## src/rtl/renkon_feat_reader_pkg.sv

```systemverilog
// renkon_feat_reader_pkg: shared defaults and FSM encoding for the feature reader.
package renkon_feat_reader_pkg;
   localparam int RENKON_DWIDTH = 16;
   localparam int RENKON_FACCUM = 10;
   typedef enum logic [1:0] {ST_IDLE = 2'd0, ST_ISSUE = 2'd1, ST_DRAIN = 2'd2} rfr_state_e;
endpackage

```

## src/rtl/renkon_feat_reader_buf.sv

```systemverilog
// renkon_feat_reader_buf: 2-entry output buffer (head + skid) with registered outputs.
module renkon_feat_reader_buf
   import renkon_feat_reader_pkg::*;
#(
   parameter int DWIDTH = RENKON_DWIDTH
) (
   input  logic                     clk,
   input  logic                     xrst,
   input  logic                     wr_en,
   input  logic signed [DWIDTH-1:0] wr_data,
   input  logic                     rd_ready,
   output logic                     out_valid,
   output logic signed [DWIDTH-1:0] out_data,
   output logic [1:0]               count
);
   logic head_v_q, head_v_d, skid_v_q, skid_v_d;
   logic signed [DWIDTH-1:0] head_q, head_d, skid_q, skid_d;
   // skid is always older than an incoming word, so it refills the head first
   always_comb begin
      head_v_d = head_v_q & ~rd_ready;
      head_d   = head_q;
      skid_v_d = skid_v_q;
      skid_d   = skid_q;
      if (!head_v_d && skid_v_d) begin
         head_v_d = 1'b1;
         head_d   = skid_q;
         skid_v_d = 1'b0;
      end
      if (wr_en && !head_v_d) begin
         head_v_d = 1'b1;
         head_d   = wr_data;
      end else if (wr_en) begin
         skid_v_d = 1'b1;
         skid_d   = wr_data;
      end
   end
   always_ff @(posedge clk or negedge xrst) begin
      if (!xrst) begin
         head_v_q <= 1'b0;
         skid_v_q <= 1'b0;
         head_q   <= '0;
         skid_q   <= '0;
      end else begin
         head_v_q <= head_v_d;
         skid_v_q <= skid_v_d;
         head_q   <= head_d;
         skid_q   <= skid_d;
      end
   end
   assign out_valid = head_v_q;
   assign out_data  = head_q;
   assign count     = {1'b0, head_v_q} + {1'b0, skid_v_q};
endmodule

```

## src/rtl/renkon_feat_reader.sv

```systemverilog
// renkon_feat_reader: streams len words from a 1-cycle-latency feature memory starting at base_addr.
// Define RENKON_FEAT_READER_STRIDE_EN to add a per-job address stride input (otherwise stride is 1).
module renkon_feat_reader
   import renkon_feat_reader_pkg::*;
#(
   parameter int DWIDTH = RENKON_DWIDTH,
   parameter int FACCUM = RENKON_FACCUM
) (
   input  logic                     clk,
   input  logic                     xrst,
   input  logic                     req,
   input  logic [FACCUM-1:0]        base_addr,
   input  logic [FACCUM:0]          len,
`ifdef RENKON_FEAT_READER_STRIDE_EN
   input  logic [FACCUM-1:0]        stride,
`endif
   output logic [FACCUM-1:0]        mem_addr,
   input  logic signed [DWIDTH-1:0] read_data,
   output logic                     out_valid,
   input  logic                     out_ready,
   output logic signed [DWIDTH-1:0] out_data,
   output logic                     busy,
   output logic                     done
);
   localparam logic [FACCUM:0] ONE = 1;
   rfr_state_e state_q, state_d;
   logic [FACCUM-1:0] addr_q, addr_d, step_q, step_d, stride_in;
   logic [FACCUM:0] issue_left_q, issue_left_d, out_left_q, out_left_d;
   logic inflight_q, inflight_d, done_q, done_d, issue, xfer;
   logic [1:0] buf_cnt;
`ifdef RENKON_FEAT_READER_STRIDE_EN
   assign stride_in = stride;
`else
   assign stride_in = FACCUM'(1);
`endif
   assign xfer  = out_valid & out_ready;
   // never commit a read whose data might find the buffer full when it lands
   assign issue = (state_q == ST_ISSUE) &&
                  (({1'b0, buf_cnt} + {2'b0, inflight_q}) < (3'd2 + {2'b0, xfer}));
   always_comb begin
      state_d      = state_q;
      addr_d       = addr_q;
      step_d       = step_q;
      issue_left_d = issue_left_q;
      out_left_d   = xfer ? out_left_q - ONE : out_left_q;
      inflight_d   = issue;
      done_d       = 1'b0;
      case (state_q)
         ST_IDLE: begin
            done_d = req && (len == '0);
            if (req && (len != '0)) begin
               state_d      = ST_ISSUE;
               addr_d       = base_addr;
               step_d       = stride_in;
               issue_left_d = len;
               out_left_d   = len;
            end
         end
         ST_ISSUE: begin
            addr_d       = issue ? addr_q + step_q : addr_q;
            issue_left_d = issue ? issue_left_q - ONE : issue_left_q;
            state_d      = (issue && issue_left_q == ONE) ? ST_DRAIN : ST_ISSUE;
         end
         ST_DRAIN: state_d = ST_DRAIN;
         default:  state_d = ST_IDLE;
      endcase
      if (xfer && out_left_q == ONE) begin
         state_d = ST_IDLE;
         done_d  = 1'b1;
      end
   end
   always_ff @(posedge clk or negedge xrst) begin
      if (!xrst) begin
         state_q      <= ST_IDLE;
         addr_q       <= '0;
         step_q       <= '0;
         issue_left_q <= '0;
         out_left_q   <= '0;
         inflight_q   <= 1'b0;
         done_q       <= 1'b0;
      end else begin
         state_q      <= state_d;
         addr_q       <= addr_d;
         step_q       <= step_d;
         issue_left_q <= issue_left_d;
         out_left_q   <= out_left_d;
         inflight_q   <= inflight_d;
         done_q       <= done_d;
      end
   end
   renkon_feat_reader_buf #(.DWIDTH(DWIDTH)) u_buf (
      .clk      (clk),
      .xrst     (xrst),
      .wr_en    (inflight_q),
      .wr_data  (read_data),
      .rd_ready (out_ready),
      .out_valid(out_valid),
      .out_data (out_data),
      .count    (buf_cnt)
   );
   assign mem_addr = addr_q;
   assign busy     = state_q != ST_IDLE;
   assign done     = done_q;
endmodule

```

## config.mk

```make
export PLATFORM = sky130hd
export DESIGN_NAME = renkon_feat_reader
export DESIGN_NICKNAME = d
export VERILOG_FILES = /design/src/rtl/renkon_feat_reader_pkg.sv /design/src/rtl/renkon_feat_reader_buf.sv /design/src/rtl/renkon_feat_reader.sv
export SDC_FILE = /design/constraint.sdc
export NUM_CORES = 1
export LEC_CHECK = 0
export ABC_AREA = 1
export BUFFER_PORTS_ARGS = -buffer_cell sky130_fd_sc_hd__clkbuf_2
export CAP_MARGIN = 5
export CORE_MARGIN = 5
export CORE_UTILIZATION = 45
export CTS_CLUSTER_SIZE = 10
export DETAILED_ROUTE_END_ITERATION = 7
export PLACE_DENSITY = 0.7
export SLEW_MARGIN = 20
export SYNTH_ARGS = -nofsm -noshare
export SYNTH_HDL_FRONTEND = slang
export SYNTH_SLANG_ARGS = --single-unit
export TNS_END_PERCENT = 5
```

## constraint.sdc

```tcl
create_clock -name clk -period 2.8 [get_ports clk]
set_clock_uncertainty 0.15 [all_clocks]
set_input_delay 0.56 -clock clk [delete_from_list [all_inputs] [get_ports clk]]
set_output_delay 0.56 -clock clk [all_outputs]
set_load 0.01 [all_outputs]
```

==> flow_summary.yaml, run 1 <==
run_status:
  status: "complete, no violations"
synthesis:
  synth_warnings: 0
  ys_top_cells_by_area: "dfrtp_1 (44%), nand2_1 (11%), nand3_1 (5.7%)"
  synthFlopType: "dfrtp_1"
  ys_seq_area_share_pct: 43.8
  ys_async_sr_fraction_pct: 100
  ys_types: 36
  synth_top_area_share_pct: 43.8
  synthesis.nets: 543
  ys_seq_elements: 71
  post-synth-top-count-cell: "nand2_1"
  netlist_instances: 495
  synth.avg_cell_area_sq_um: 8.19
  synth_area_leader_cell: "dfrtp_1"
  synth_common_cells: "nand2_1 (121), dfrtp_1 (71), nor2_1 (52), nand3_1 (46), inv_1 (39)"
  syn_area_sq_um: 4060
  synth_edf_count: 0
sta:
  min_period_ns: 2.14
  setup_slack_ns: 0.658
  whs_ns: 0.0404
  grt_setup_unrepaired: "no"
  hold_viol_final: 0
  clock.fmax_ghz: 0.467
  finalSetupTns_ns: 0
  tightestPinTransition_ns: 0.575
  slew_violations: 0
  relSlewSlack_pct: 61.5
  setup_viol: 0
  finalCritPeriodShare_pct: 76.5
final_layout:
  drive_gt1_share_pct: 28.1
  diodes: 0
  fin_cells: 674
  areaGrowthSynthToFinish_pct: 14.7
  nets: 609
critical_path:
  critPathRequiredTime_ns: 2.92
  critPathMaxFanout: 30
  critical_path_class: "reg -> reg"
  crit_slowest_cell: "fa_1"
  crit_family: "simple AND/OR/NAND/NOR gates"
  crit_chain: "fa_1 > o21ai_1 > nand2_2 > nand2_4 > nand3_2 > o21ai_2"
  max_stage_delay_ns: 0.49
  setup.worst_path.end_class: "flip-flop"
  path_buf_inv: 0
  cp.arrival_ns: 2.26
  cp-start-kind: "flip-flop"
route:
  antenna_left: 0
  drt-initial-drc-count: 187
  wl_per_cell_um: 13.9
  drc_errors: 0
  via_per_inst: 5.15
  first_pass_iters: 4
  totalWireLength_um: 9340
  via_count: 3468
floorplanning:
  initial_core_util_pct: 46.3
  core-area_sq_um: 8760
  die_h_um: 105
  fp.dieW_um: 105
  io_pins: 70
  rows: 34
  dieArea_sq_um: 11000
cts:
  clk_pin_slew_worst_paths_ns: 0.09
  cts_buffers: 9
  postCtsResizedCells: 0
  cts_tree: "yes"
  clockBufferDepth: 2
  clock_latency_ns: 0.35
  post-cts-setup-buffers: 0
  cts-root-buf: "clkbuf_8"
  cts_sinks: 71
  htreeDepth: 3
  cts_hold_buf: 0
global_routing:
  antenna_found_initial: 0
  grt-ovfl-total: 0
  grt_pass1_wl_um: 16000
  gr-usage-all-layers_pct: 17.5
  grt_max_degree: 48
  grt_pass1_vias: 3440
pwr:
  powerDensity_nw_per_um2: 1280
  internal_power_w: 0.00311
  pwr-share-seq_pct: 32.4
  irDropWorstVdd_mv: 0.608
  p_sw_share_pct: 47.7
  clkPwrFrac_pct: 13.6
  power.leakage_nw: 2.30
  p_switching_w: 0.00283
  pwr-share-comb_pct: 54.0
job:
  cap_violations: 0
placed_design:
  dp_slack_ns: 0.638
  place_hpwl_um: 6880
  io_buffers: 69
  place.gp.congestion: 0.804
  dp.cells: 658
min_path:
  hold_class: "in -> async"
==> metal layers <==
layer / wire [um] / track usage (%) / share of wire, %
met1: 4390 / 23.3 / 47
met2: 4450 / 28.0 / 48
met3: 396 / 4.13 / 4.2
met4: 99 / 6.12 / 1.1
met5: 0 / 0 / 0
==> registers in the layout, summed over array words and instances (netlist names) <==
register	flops
done	1
inflight_q	1
issue_left_q	11
mem_addr	10
out_left_q	11
state_q	2
step_q	1
u_buf.out_data	16
u_buf.out_valid	1
u_buf.skid_q	16
u_buf.skid_v_q	1
==> metrics by stage <==
step / utilization, % / area [sq um] / total power, W
finish: 53.1 / 4650 / 0.00594
global route: 53.1 / 4650 / 0.00653
CTS: 53.1 / 4650 / 0.00600
detailed placement: 50.9 / 4460 / 0.00519
global placement: 50.9 / 4460 / 0.00507
floorplan: - / 4060 / 0.00452
==> layout make-up <==
cell class | count | area (sq um)
Inverter | 45 | 169
Multi-Input combinational cell | 360 | 1980
Timing Repair Buffer | 74 | 395
Tap cell | 108 | 135
Sequential cell | 71 | 1780
Fill cell | 843 | 4110
Clock buffer | 9 | 124
Clock inverter | 7 | 68.8
==> logic make-up (layout without fill, tap and decap cells) <==
| kind of cell | after synthesis | count (layout) | synth area share (%) |
|---|---|---|---|
| DFF | 71 | 71 | 43.8 |
| xor gates and xnor gates | 4 | 4 | 0.864 |
| muxes | 16 | 16 | 4.44 |
| adders and majority gates | 7 | 7 | 2.34 |
| and+or+nand+nor | 279 | 279 | 32.6 |
| AOI/OAI and AO/OA | 54 | 54 | 8.64 |
| buffers and inverters | 64 | 135 | 7.28 |
==> cells in the final DEF, fill, tap and decap left out, types with 8 or more instances in the layout <==
master    netlist  routed
a31oi_1        16      16
or2_2           9       9
o21ai_2         9       9
nand4_1        20      20
nand3_1        46      46
nand2_1       121     121
dfrtp_1        71      71
clkbuf_2        0      68
nor2_1         52      52
nand3_2         9       9
clkbuf_8        0       9
mux2_2         16      16
nand2_2         8       8
inv_1          39      39
o21ai_0        15      15
==> power by group through the flow <==
stage | sequential [W] | combinational (W) | clock [W]
after global placement | 0.00192 | 0.00315 | 0
after global routing | 0.00199 | 0.00365 | 0.000886
after detailed placement | 0.00194 | 0.00325 | 0
after CTS | 0.00192 | 0.00325 | 0.000833
after floorplan | 0.00194 | 0.00258 | 0
final | 0.00192 | 0.00321 | 0.000810
==> worst paths after layout <==
kind                            startpoint              end  slack [ns]  depth (start not counted)
min                                   xrst  u_buf.skid_q[9]        0.04                          1
max in group asynchronous             xrst    out_left_q[7]        1.80                          2
max                        u_buf.out_valid  issue_left_q[7]        0.66                          6
max reg2reg                u_buf.out_valid  issue_left_q[7]        0.66                          6
min reg2reg                u_buf.skid_q[4]  u_buf.skid_q[4]        0.36                          1
min in group clk                    len[8]    out_left_q[8]        0.30                          3
(Power assumes the default switching activity.)
==> run 2, diff against run 1 <==
ABC_AREA = 0   (was 1)
PLACE_DENSITY = 0.71   (was 0.7)
clock period = 2.1 ns   (was 2.8 ns; I/O delays follow)
==> flow_summary.yaml, run 2 <==
placed_design:
  place.gp.congestion: 0.818
  io_buffers: 69
  placed_area_sq_um: 4350
  dp_slack_ns: -0.0582
  place_hpwl_um: 6450
cts:
  clk_pin_slew_worst_paths_ns: 0.07
  cts_buffers: 9
  clockBufferDepth: 2
  clock_latency_ns: 0.34
  cts_tree: "yes"
  htreeDepth: 3
  cts-root-buf: "clkbuf_8"
  cts_sinks: 71
critical_path:
  crit_start: "inflight_q"
  setup.worst_path.end_class: "flip-flop"
  crit_chain: "fa_1 > and3b_1 > o21ai_4 > nand2b_1 > buf_6 > a22o_2"
  critPathRequiredTime_ns: 2.18
  crit_slowest_cell: "fa_1"
  critPathMaxFanout: 9
  path_buf_inv: 1
  r2r_cells: 6
  cp.arrival_ns: 2.17
  critical_path_class: "reg -> reg"
  r2r_end: "issue_left_q[10]"
  crit_family: "adder cells"
  max_stage_delay_ns: 0.53
  reg2reg_from: "inflight_q"
  rrSetupSlack_ns: 0.01
  cp-start-kind: "flip-flop"
floorplanning:
  rows: 33
  io_pins: 70
  fp.dieW_um: 101
  core-area_sq_um: 8130
  die_h_um: 101
  initial_core_util_pct: 45.6
  dieArea_sq_um: 10200
synthesis:
  yosys.area_share.simple_pct: 16.6
  synthesis.nets: 412
  syn_area_sq_um: 3710
  synth.avg_cell_area_sq_um: 10.2
  synthMuxAreaShare_pct: 9.18
  netlist_instances: 364
  synthFlopType: "dfrtp_1"
  synth-compound-area-share_pct: 16.5
  ys_seq_elements: 71
  synth_warnings: 0
  ys_top_cells_by_area: "dfrtp_1 (48%), mux2_2 (4.9%), o21ai_0 (4.7%)"
  synth_top_family_by_area: "simple AND/OR/NAND/NOR gates"
  synth_common_cells: "dfrtp_1 (71), nand2_1 (44), o21ai_0 (35), mux2_2 (16), mux2i_1 (16)"
  ys_types: 59
  yosys.area_share.xor_xnor_pct: 2.36
  synth_edf_count: 0
  synth_top_area_share_pct: 47.9
  synthAdderAreaFrac_pct: 2.84
  post-synth-top-count-cell: "dfrtp_1"
  synth_area_leader_cell: "dfrtp_1"
  ys_async_sr_fraction_pct: 100
  ys_seq_area_share_pct: 47.9
sta:
  relSlewSlack_pct: 56.3
  clock.fmax_ghz: 0.480
  min_period_ns: 2.09
  setup_viol: 0
  grt_setup_unrepaired: "yes"
  hold_viol_final: 0
  slew_violations: 0
  tightestPinTransition_ns: 0.649
  setup_slack_ns: 0.0149
  finalSetupTns_ns: 0
  finalCritPeriodShare_pct: 99.3
route:
  antenna_left: 0
  totalWireLength_um: 8680
  wl_per_cell_um: 15.5
  drc_errors: 0
  drt-initial-drc-count: 129
  first_pass_iters: 5
  via_count: 3077
  via_per_inst: 5.48
final_layout:
  n_fill_cell: 698
  diodes: 0
  areaGrowthSynthToFinish_pct: 24.3
  final_cell_mix: "dfrtp_1 (70), clkbuf_2 (68), nand2_1 (44)"
  final_area_sq_um: 4610
  nets: 499
  drive_gt1_share_pct: 34.0
  final_common_cell: "dfrtp_1"
global_routing:
  grt_pass1_wl_um: 14800
  grt_pass1_vias: 3131
  gr-usage-met3_pct: 2.91
  grt-ovfl-total: 0
  grt_use_met1_pct: 24.0
  gr-usage-all-layers_pct: 18.3
  grt.busiest_layer: "met2"
  grt_max_degree: 33
  antenna_found_initial: 0
  grt_use_met2_pct: 29.5
pwr:
  total_power_w: 0.00657
  irDropWorstVdd_mv: 0.589
  powerDensity_nw_per_um2: 1430
  power.leakage_nw: 2.06
min_path:
  worstHoldStart: "base_addr[1]"
  hold-path-endpoint: "mem_addr[1]"
  hold_class: "in -> reg"
  whs_path_depth: 3
run_status:
  status: "complete, no violations"
job:
  cap_violations: 0
[run 2: cell count changes in the layout (fill, tap and decap cells not counted), sizes merged, moves of 16 or more]
cell   change
nor2      -44
buf       +23
nand3     -48
mux2i     +16
nand2     -87
inv       -37
[run 2: cell type report]
cell class | instances | area (sq um) | share of cell area [%]
clock buffers | 10 | 128 | 2.77
clock inverters | 6 | 61.3 | 1.33
inverters | 15 | 58.8 | 1.28
multi-input cells | 256 | 1820 | 39.4
flip-flops and latches | 71 | 1780 | 38.6
well taps | 105 | 131 | 2.85
repair buffers | 98 | 636 | 13.8
[run 2: worst max path at each step]
stage / to / cells past startpoint
detailed placement: mem_addr[7] / 6
finish: issue_left_q[10] / 6
CTS: issue_left_q[10] / 6
global route: mem_addr[9] / 6
floorplan: issue_left_q[8] / 7
global placement: mem_addr[9] / 6
[run 2: logic make-up after synthesis]
logic type,count (synthesis)
simple gates,114
compound gates,92
flops,71
buf+inv,37
mux,32
xor+xnor,10
fa+ha+maj,8
[run 2: per-stage QoR]
step / hold WS, ns / util, % / std cells
final: 0.168 / 56.7 / 561
after floorplan: -0.0256 / - / 364
after global placement: 0.299 / 53.5 / 543
after global routing: 0.167 / 56.7 / 561
after detailed placement: 0.310 / 53.5 / 543
after CTS: 0.151 / 56.3 / 561
[run 2: layer usage]
layer,vias up,part of all wire (%)
li1,1498,-
met1,1471,44
met2,92,49
met3,16,5.2
met4,0,2.1
met5,-,0
[run 2: worst min-delay path, cell delays in order]
cell,delay [ns]
clkbuf_2,0.08
nand2_1,0.04
a31oi_1,0.07
[run 2: power breakdown]
part	internal, W	switching, W
clock	0.000545	0.000532
sequential	0.00201	0.000468
combinational	0.00145	0.00157
[run 2: timing repair]
action,4_1_cts,5_1_grt
endpoints found under the hold margin,21,0
pin swaps,1,1
resized for setup,7,5
setup endpoints to repair,13,21
setup buffers,1,0
hold buffers,1,0
